<file path="config.mk">
export PLATFORM = sky130hd
export DESIGN_NAME = timer_scheduler
export DESIGN_NICKNAME = d
export VERILOG_FILES = /design/src/rtl/timer_pkg.sv /design/src/rtl/timer_scheduler_rr_arbiter.sv /design/src/rtl/timer_scheduler.sv
export SDC_FILE = /design/constraint.sdc
export NUM_CORES = 1
export LEC_CHECK = 0
export BUFFER_PORTS_ARGS = -buffer_cell sky130_fd_sc_hd__buf_2
export CAP_MARGIN = 10
export CORE_ASPECT_RATIO = 0.6
export CORE_MARGIN = 2
export CORE_UTILIZATION = 43
export CTS_CLUSTER_DIAMETER = 80
export CTS_CLUSTER_SIZE = 40
export DETAILED_ROUTE_END_ITERATION = 12
export PLACE_DENSITY = 0.78
export SETUP_SLACK_MARGIN = 0.2
export SYNTH_ARGS = -nofsm -noshare
export SYNTH_HDL_FRONTEND = slang
export SYNTH_HIERARCHICAL = 1
export SYNTH_SLANG_ARGS = --single-unit
</file>
<file path="constraint.sdc">
create_clock -name clk -period 3.7 [get_ports clk]
set_input_delay 0.555 -clock clk [delete_from_list [all_inputs] [get_ports clk]]
set_output_delay 0.555 -clock clk [all_outputs]
set_load 0.05 [all_outputs]
</file>
<file path="src/rtl/timer_pkg.sv">
// Shared types and defaults for the timer scheduler.
package timer_pkg;

  localparam int TSCHED_N_REQ = 4;
  localparam int TSCHED_WIDTH = 32;

  typedef enum logic [1:0] {
    IDLE  = 2'd0,
    COUNT = 2'd1,
    FIRE  = 2'd2
  } tsched_state_e;

endpackage

</file>
<file path="src/rtl/timer_scheduler_rr_arbiter.sv">
// Round-robin arbiter: grants the first requester at or above ptr_i,
// wrapping modulo N_REQ.
module rr_arbiter #(
  parameter int N_REQ = 4,
  parameter int ID_W  = $clog2(N_REQ)
) (
  input  logic [N_REQ-1:0] req_i,
  input  logic [ID_W-1:0]  ptr_i,
  output logic [N_REQ-1:0] grant_o,
  output logic [ID_W-1:0]  grant_id_o,
  output logic             any_o
);

  logic [ID_W:0] idx;
  logic          found;

  // Scan requesters starting at ptr_i and pick the first one asserted.
  always_comb begin
    // NOTE: every output gets a default before the loop so no path leaves a value held over, which would infer a latch.
    grant_o    = '0;
    grant_id_o = '0;
    found      = 1'b0;
    idx        = '0;
    for (int k = 0; k < N_REQ; k++) begin
      idx = {1'b0, ptr_i} + (ID_W+1)'(k);
      if (idx >= (ID_W+1)'(N_REQ)) begin
        idx = idx - (ID_W+1)'(N_REQ);
      end
      if (!found && req_i[idx[ID_W-1:0]]) begin
        found                       = 1'b1;
        grant_o[idx[ID_W-1:0]]      = 1'b1;
        grant_id_o                  = idx[ID_W-1:0];
      end
    end
    any_o = found;
  end

endmodule

</file>
<file path="src/rtl/timer_scheduler.sv">
// One shared down-counter handing out one-shot timeouts to N_REQ
// requesters under round-robin arbitration.
module timer_scheduler
  import timer_pkg::*;
#(
  parameter int N_REQ = TSCHED_N_REQ,
  parameter int WIDTH = TSCHED_WIDTH,
  parameter int ID_W  = $clog2(N_REQ)
) (
  input  logic                   clk,
  input  logic                   rst,
  input  logic [N_REQ-1:0]       req_valid,
  input  logic [N_REQ*WIDTH-1:0] req_period,
  output logic [N_REQ-1:0]       req_ready,
  input  logic [N_REQ-1:0]       cancel,
  output logic [N_REQ-1:0]       expire,
  output logic                   busy,
  output logic [ID_W-1:0]        active_id,
  output logic [WIDTH-1:0]       remaining
);

  tsched_state_e    state_q;
  logic [WIDTH-1:0] count_q;
  logic [ID_W-1:0]  active_id_q;
  logic [ID_W-1:0]  rr_ptr_q;
  logic [ID_W-1:0]  rr_ptr_d;
  logic [N_REQ-1:0] expire_q;

  logic [N_REQ-1:0] grant;
  logic [ID_W-1:0]  grant_id;
  logic             grant_any;
  logic [N_REQ-1:0] owner_onehot;
  logic [WIDTH-1:0] period_arr [N_REQ];

  for (genvar i = 0; i < N_REQ; i++) begin : g_period
    assign period_arr[i] = req_period[i*WIDTH +: WIDTH];
  end

  rr_arbiter #(
    .N_REQ (N_REQ),
    .ID_W  (ID_W)
  ) u_arb (
    .req_i      (req_valid),
    .ptr_i      (rr_ptr_q),
    .grant_o    (grant),
    .grant_id_o (grant_id),
    .any_o      (grant_any)
  );

  // Pointer moves one past the winner so the winner goes to the back of the line.
  assign rr_ptr_d     = (grant_id == ID_W'(N_REQ-1)) ? '0 : grant_id + ID_W'(1);
  assign owner_onehot = N_REQ'(1) << active_id_q;

  assign req_ready = (state_q == IDLE) ? grant : '0;
  assign busy      = (state_q != IDLE);
  assign active_id = active_id_q;
  assign remaining = count_q;
  assign expire    = expire_q;

  // Scheduler FSM: accept in IDLE, count down in COUNT, pulse expire in FIRE.
  always_ff @(posedge clk) begin
    // NOTE: non-blocking assignments so every register updates from pre-edge values, independent of statement order.
    if (rst) begin
      state_q     <= IDLE;
      count_q     <= '0;
      active_id_q <= '0;
      rr_ptr_q    <= '0;
      expire_q    <= '0;
    end else begin
      case (state_q)
        IDLE: begin
          if (grant_any) begin
            count_q     <= period_arr[grant_id];
            active_id_q <= grant_id;
            rr_ptr_q    <= rr_ptr_d;
            state_q     <= COUNT;
          end
        end
        COUNT: begin
          // Owner cancel wins over reaching zero; other cancel bits are ignored.
          if (cancel[active_id_q]) begin
            state_q     <= IDLE;
            count_q     <= '0;
            active_id_q <= '0;
          end else if (count_q == '0) begin
            state_q  <= FIRE;
            expire_q <= owner_onehot;
          end else begin
            count_q <= count_q - WIDTH'(1);
          end
        end
        FIRE: begin
          expire_q    <= '0;
          state_q     <= IDLE;
          count_q     <= '0;
          active_id_q <= '0;
        end
        default: begin
          expire_q    <= '0;
          state_q     <= IDLE;
          count_q     <= '0;
          active_id_q <= '0;
        end
      endcase
    end
  end

endmodule
</file>
==> results of run 1 <==
==> cell type report <==
cell class,count,area [um^2],area share (%)
Multi-Input combinational cell,336,2790,55.4
Timing Repair Buffer,197,1070,21.2
Sequential cell,42,841,16.7
Tap cell,112,140,2.79
Clock buffer,5,125,2.49
Inverter,16,60.1,1.19
Clock inverter,2,10.0,0.199
==> registers in the layout, indices dropped and copies added, names as in the netlist <==
| name | flops |
|---|---|
| remaining | 32 |
| active_id | 2 |
| state_q | 2 |
| rr_ptr_q | 2 |
| expire | 4 |
==> metrics by stage <==
stage | hold slack, ns | total power, mW | cell area (um^2)
after floorplan | 0.545 | 3.81 | 3820
after global placement | 0.444 | 4.66 | 4840
after detailed placement | 0.454 | 4.76 | 4840
after CTS | 0.471 | 5.28 | 5020
after global routing | 0.494 | 5.68 | 5030
final | 0.467 | 5.36 | 5030
==> logic make-up (layout without fill, tap and decap cells) <==
kind of cell               count (synthesis)  after routing
and+or+nand+nor                          166            166
adders and majority gates                  7              7
DFF                                       42             42
buffers and inverters                     51            220
muxes                                     41             41
xor gates and xnor gates                   7              7
AOI/OAI and AO/OA                        115            115
==> worst reg2reg max path: cells and delay by family, from the launching register on <==
family,cells,cell delay [ns]
and+or+nand+nor,3,0.47
AOI/OAI and AO/OA,4,0.97
DFF,1,0.44
adders and majority gates,1,0.40
muxes,2,0.86
buffers and inverters,1,0.14
==> power groups by stage <==
stage / registers, mW / logic (mW) / clock network (mW)
detailed placement: 0.950 / 3.81 / 0
finish: 0.960 / 3.97 / 0.431
global placement: 0.942 / 3.72 / 0
global route: 0.989 / 4.24 / 0.444
floorplan: 1.44 / 2.37 / 0
CTS: 0.942 / 3.91 / 0.424
==> path summary, 6_finish.rpt <==
kind                                          startpoint                          to  slack [ns]  cells past startpoint
worst max register to register  rr_ptr_q[1]$_SDFFE_PP0P_  remaining[15]$_SDFFE_PP0P_        0.29                     11
worst max-delay path            rr_ptr_q[1]$_SDFFE_PP0P_  remaining[15]$_SDFFE_PP0P_        0.29                     11
worst min register to register    expire[1]$_SDFFE_PP0P_      expire[1]$_SDFFE_PP0P_        0.47                      1
worst min-delay path              expire[1]$_SDFFE_PP0P_      expire[1]$_SDFFE_PP0P_        0.47                      1
==> layer usage <==
layer	vias to the layer above	part of all wire, %	routed length, um
met2	326	42	6280
met1	2140	44	6540
met4	0	1.8	269
li1	2043	-	-
met3	32	12	1830
met5	-	0	0
==> layout by cell type, fill, tap and decap left out, types with 9 or more instances in the layout <==
master      n
buf_4      14
nand3_1    18
o211ai_1   12
or3_1      10
nor3_1     12
buf_2     180
mux4_2     35
nor2_1     33
a22oi_1    19
nand2_1    31
inv_1      16
or4_1      13
a21oi_1    16
dfxtp_1    42
o21ai_0    15
nor4_1      9
==> timing repair <==
| item | in CTS | in global routing |
|---|---|---|
| gates resized for setup | 1 | 2 |
| pin swaps | 1 | 2 |
| setup endpoints to repair | 26 | 26 |
| setup buffers | 2 | 0 |
==> summary.md, run 1 <==
| Metric | Value |
|---|---|
| Int Power | `roughly 2.5 mW` |
| Buf+Inv Stages, Crit Path | `1` |
| Syn Nets | `574` |
| Setup ws final | `between 0.2 and 0.3 ns` |
| Fin. max-slew vios | `0` |
| Syn avg cell area | `8.90 um^2` |
| Placed Instances | `around 700` |
| Proportion of synthesized chip area in sequential cells | `22.0%` |
| Total track usage | `30.3%` |
| Setup TNS | `0 ns` |
| H-tree depth | `2` |
| Drc violations | `0` |
| Worst path max stage delay | `between 0.5 and 0.6 ns` |
| Slowest CP cell | `a32o_4` |
| Ys flop type | `dfxtp_1` |
| Max-cap violations | `0` |
| CP Max Fanout | `34` |
| CTS Buf Count | `5` |
| Post-Place Worst Slack | `0.00504 ns` |
| Synth top area share | `around 22%` |
| Drt wl/cell | `21.0 um` |
| Synth area leaders | `dfxtp_1 22%, mux4_2 21%, a22oi_1 3.7%, nor2_1 3.2%, nand2_1 3.0%` |
| Clock transition at the registers of the reported paths | `about 0.06 ns` |
| Worst path cell trace | `inv_1 -> ha_1 -> mux4_2 -> nand2b_1 -> o221ai_1 -> a32o_4 -> mux4_2 -> nand2_1 -> o41ai_1 -> nand3_1 -> o211ai_1` |
| RePlAce Congestion | `0.960` |
| Top post-synthesis cells by count | `42 x dfxtp_1, 35 x mux4_2, 33 x nor2_1` |
| CTS root buf | `clkbuf_16` |
| Clk pwr share | `around 8%` |
| Top-count cell post-synth | `dfxtp_1` |
| Detailed placement HPWL | `between 10,000 and 15,000 um` |
| Crit-path most repeated cell | `mux4_2` |
| Combinational power share | `about three quarters` |
| Gr busiest metal | `met1` |
| Leak Pwr | `2.16 nW` |
| Post-Synth Simple-Gate Area | `about a quarter` |
| # diodes | `0` |
| Relative slew slack | `between 20% and 30%` |
| Adder-cell area share of the yosys netlist | `~2.3%` |
| Clock skew | `about 0.0058 ns` |
| Clk buf depth | `2` |
| Nature of the critical path endpoint | `flip-flop` |
| Kind of cell adding the most delay to the critical path | `compound AO/OA/AOI/OAI gates` |
| Sw Share | `a little over half` |
| Multiplexer share of the synthesized area | `23.1%` |
| Met1 usage | `a little under half` |
| Layout fillers | `between 700 and 800` |
| Row cnt | `26` |
| Unrepaired setup endpoints after global routing | `yes` |
| Vias in the first global route | `4,401` |
| Largest family of logic cells by synthesized area | `simple AND/OR/NAND/NOR gates` |
| Nets | `roughly 740` |
| Syn Inst Count | `between 400 and 500` |
| Min-delay worst type | `reg -> reg` |
| #FFs+latches synth | `42` |
| GR Util met3 | `between 7 and 8%` |
| GR Util met2 | `around 44%` |
| Worst VDD drop | `around 450 uV` |
| Vias/cell | `~6.4` |
| Post-route ant nets | `0` |
| Share of post-route cells with drive strength above 1 | `about 42%` |
| Core ar. | `8560 um^2` |
| Initial Util | `between 40% and 50%` |
| I/O pins | `between 150 and 200` |
| Largest net degree at the start of global routing | `35` |
| Via Count | `roughly 4,500` |
| Post-CTS Hold Buffers | `0` |
| Final Non-Filler Cells | `slightly above 700` |
| TritonCTS clock tree | `done` |
| Asr flop ratio synth | `0%` |
| Synth-to-Final Area Change | `31.7%` |
| Total die area | `9680 um^2` |
| Min cycle time layout | `3.41 ns` |
| Actual slew at the worst max-slew pin | `about 1.0 ns` |
| Die W | `around 130 um` |
| Net Switching | `2.91 mW` |
| Type of origin of the critical path | `flip-flop` |
| Final Setup Violations | `0` |
| Final Hold Fails | `0` |
| CTS Sinks | `42` |
| Final WL | `14,900 um` |
| Initial DRC count | `between 500 and 600` |
| Flop pwr share | `around 18%` |
| Post-synthesis compound-gate area fraction | `a little over a fifth` |
| Required time of the critical path | `3.85 ns` |
| Post-Syn Area | `roughly 3800 um^2` |
| P per Cell Area | `roughly 1100 nW/um^2` |
| First drt pass iteration count | `6` |
| Worst-Skew Late Latency | `between 0.2 and 0.3 ns` |
| Fmax | `293 MHz` |
| First-pass GRT wire length | `between 20,000 and 25,000 um` |
| Yosys warns | `6` |
| Post-Synth XOR/XNOR Area | `1.61%` |
| Port bufs | `180` |
| Chip height | `between 70 and 80 um` |
| Fin crit share | `between 90% and 100%` |
| CP arrival | `3.56 ns` |
| EDFF count, synth | `0` |
| Status | `completed` |
| Synth area leader | `dfxtp_1` |
| CP Class | `reg -> reg` |
| Total gr overflow | `0` |
| Antenna violations before repair | `0` |
| Fin util | `around 59%` |
| Post-synth cell types | `60` |
No activity file was read; power rests on OpenSTA's default activity.
==> run 2: changes to the inputs <==
Settings changed: BUFFER_PORTS_ARGS -buffer_cell sky130_fd_sc_hd__buf_2 to unset, CORE_UTILIZATION 43 to 50, DONT_BUFFER_PORTS set to 1, PLACE_DENSITY 0.78 to 0.68.
==> summary.md, run 2 (synthesis gave the netlist of run 1 again) <==
| Metric | Value |
|---|---|
| Min-delay worst type | `in -> reg` |
| Vias/cell | `7.36 (+15%)` |
| R2R Path End | `remaining[5]$_SDFFE_PP0P_` |
| TritonCTS clock tree | `done` |
| CTS Buf Count | `5 (unchanged)` |
| Total die area | `8380 um^2 (-13%)` |
| Status | `completed` |
| Final WL | `14,900 um (-0.12%)` |
| CTS Sinks | `42 (unchanged)` |
| Clock skew | `0.0105 ns (+0.00467 ns)` |
| Vias in the first global route | `3,670 (-17%)` |
| Largest net degree at the start of global routing | `35 (unchanged)` |
| Type of origin of the critical path | `flip-flop` |
| Post-route ant nets | `0 (unchanged)` |
| CP arrival | `3.66 ns (+0.10 ns)` |
| Min cycle time layout | `3.49 ns (+0.0751 ns)` |
| Row cnt | `24 (-7.7%)` |
| Nets | `592 (-20%)` |
| Clk pwr share | `9.4% (+1.4 points)` |
| Worst VDD drop | `640 uV (+43%)` |
| Clk buf depth | `2 (unchanged)` |
| H-tree depth | `2 (unchanged)` |
| CTS root buf | `clkbuf_16` |
| CP Class | `reg -> reg` |
| Drc violations | `0 (unchanged)` |
| Actual slew at the worst max-slew pin | `0.852 ns (-0.188 ns)` |
| Combinational power share | `71.2% (-2.9 points)` |
| R2r worst-path depth | `10 (-1)` |
| Leak Pwr | `1.56 nW (-28%)` |
| P per Cell Area | `1240 nW/um^2 (+17%)` |
| Share of post-route cells with drive strength above 1 | `23.0% (-19 points)` |
| Setup TNS | `0 ns (unchanged)` |
| Post-CTS Hold Buffers | `0 (unchanged)` |
| Initial DRC count | `645 (+16%)` |
| Max-cap violations | `0 (unchanged)` |
| Worst hold slack | `0.329 ns (-0.139 ns)` |
| Via Count | `4,083 (-10%)` |
| Relative slew slack | `43.1% (+13 points)` |
| Most common cell after layout, fill and taps aside | `buf_4` |
| Port bufs | `0 (-100%)` |
| Final Hold Fails | `0 (unchanged)` |
| Die W | `117 um (-7.0%)` |
| Most frequent cells in the layout | `44 x buf_4, 41 x dfxtp_1, 35 x mux4_2` |
| Detailed placement HPWL | `11,400 um (-4.6%)` |
| RePlAce Congestion | `0.957 (-0.28%)` |
| Final Setup Violations | `0 (unchanged)` |
| Hold path depth | `1 (unchanged)` |
| Hold path start | `rst` |
| Fin. max-slew vios | `0 (unchanged)` |
| Int Power | `2.49 mW (+1.3%)` |
| Core ar. | `7330 um^2 (-14%)` |
| First-pass GRT wire length | `21,400 um (-8.4%)` |
| Fmax | `287 MHz (-2.2%)` |
| Fin crit share | `94.2% (+2.0 points)` |
| Required time of the critical path | `3.87 ns (+0.02 ns)` |
| Clock transition at the registers of the reported paths | `0.07 ns (about the same)` |
| Sw Share | `54.0% (-0.17 points)` |
| Hold Path End | `state_q[1]$_SDFFE_PP0P_` |
| Drt wl/cell | `26.8 um (+28%)` |
| First drt pass iteration count | `7 (+1)` |
| Chip height | `71.7 um (-6.9%)` |
| Max FFs per register | `32 (unchanged)` |
| Antenna violations before repair | `3 (+3)` |
| CP Max Fanout | `17 (-50%)` |
| Synth-to-Final Area Change | `14.0%` |
| Flop pwr share | `19.3% (+1.4 points)` |
| Worst-Skew Late Latency | `0.29 ns (about the same)` |
| Worst r2r src | `rr_ptr_q[1]$_SDFFE_PP0P_` |
| I/O pins | `181 (unchanged)` |
| CP Launch Point | `rr_ptr_q[1]$_SDFFE_PP0P_` |
| Nature of the critical path endpoint | `flip-flop` |
| R2r setup slk | `0.21 ns (-0.08 ns)` |
| Total track usage | `34.2% (+3.8 points)` |
| Total gr overflow | `0 (unchanged)` |
| Initial Util | `52.1% (+7.5 points)` |
| Unrepaired setup endpoints after global routing | `no` |
| Net Switching | `2.92 mW (+0.55%)` |
-- run 2: cell types whose count changed in the layout (fill, tap and decap cells not counted), sizes merged --
cell	previous run	this run
a32o	1	2
bufinv	0	1
diode	0	3
buf	197	45
-- run 2: repair_timing --
item	CTS	global route
cloned	0	1
gates resized for setup	1	2
endpoints found under the setup margin	25	14
setup buffers	1	0
pin swaps	1	1
-- run 2: cell type report --
cell class              instances  area, um^2
diodes                          3        7.51
well taps                     104         130
clock inverters                 3        40.0
flip-flops and latches         42         842
fillers                       666        2970
inverters                      16        60.1
clock buffers                   5         125
repair buffers                 45         350
multi-input cells             337        2800
-- run 2: per-layer routing --
layer  vias up  GRT usage [%]  part of all wire [%]
li1       1752              -                     -
met1      1876           50.8                    39
met2       406           48.6                    42
met3        47           11.5                    17
met4         2           6.67                   2.4
met5         -              0                 0.087
-- run 2: stage by stage --
| stage | util (%) | total power [mW] | std cells | worst slack [ns] | cell area [um^2] |
|---|---|---|---|---|---|
| finish | 59.4 | 5.41 | 555 | 0.214 | 4350 |
| global route | 59.3 | 5.68 | 552 | 0.195 | 4350 |
| CTS | 59.1 | 5.25 | 551 | 0.331 | 4330 |
| detailed placement | 56.4 | 4.69 | 542 | -0.0111 | 4130 |
| global placement | 56.4 | 4.63 | 542 | 0.145 | 4130 |
| floorplan | - | 3.81 | 429 | 0.207 | 3820 |
-- run 2: power by group through the flow --
stage	sequential, mW	clock [mW]	combinational (mW)
3_3_place_gp	1.04	0	3.58
6_report	1.05	0.511	3.85
5_1_grt	1.07	0.530	4.08
2_1_floorplan	1.44	0	2.37
4_1_cts	1.04	0.511	3.70
3_5_place_dp	1.05	0	3.65
-- run 2: how the worst max path moves through the flow --
stage                     depth (start not counted)                          to  slack, ns
after floorplan                                  14  remaining[14]$_SDFFE_PP0P_       0.21
after global placement                           10   remaining[6]$_SDFFE_PP0P_       0.15
after detailed placement                         10   remaining[6]$_SDFFE_PP0P_      -0.01
after CTS                                        11  remaining[26]$_SDFFE_PP0P_       0.33
after global routing                             11  remaining[25]$_SDFFE_PP0P_       0.19
final                                            10   remaining[5]$_SDFFE_PP0P_       0.21
-- run 2: worst max-delay path, stage by stage (launching register included) --
cell      delay [ns]
dfxtp_2         0.40
inv_1           0.09
ha_1            0.37
mux4_2          0.36
buf_4           0.20
nand2b_1        0.16
o221ai_1        0.45
a32o_2          0.62
mux4_2          0.41
a22oi_1         0.20
o31ai_1         0.09
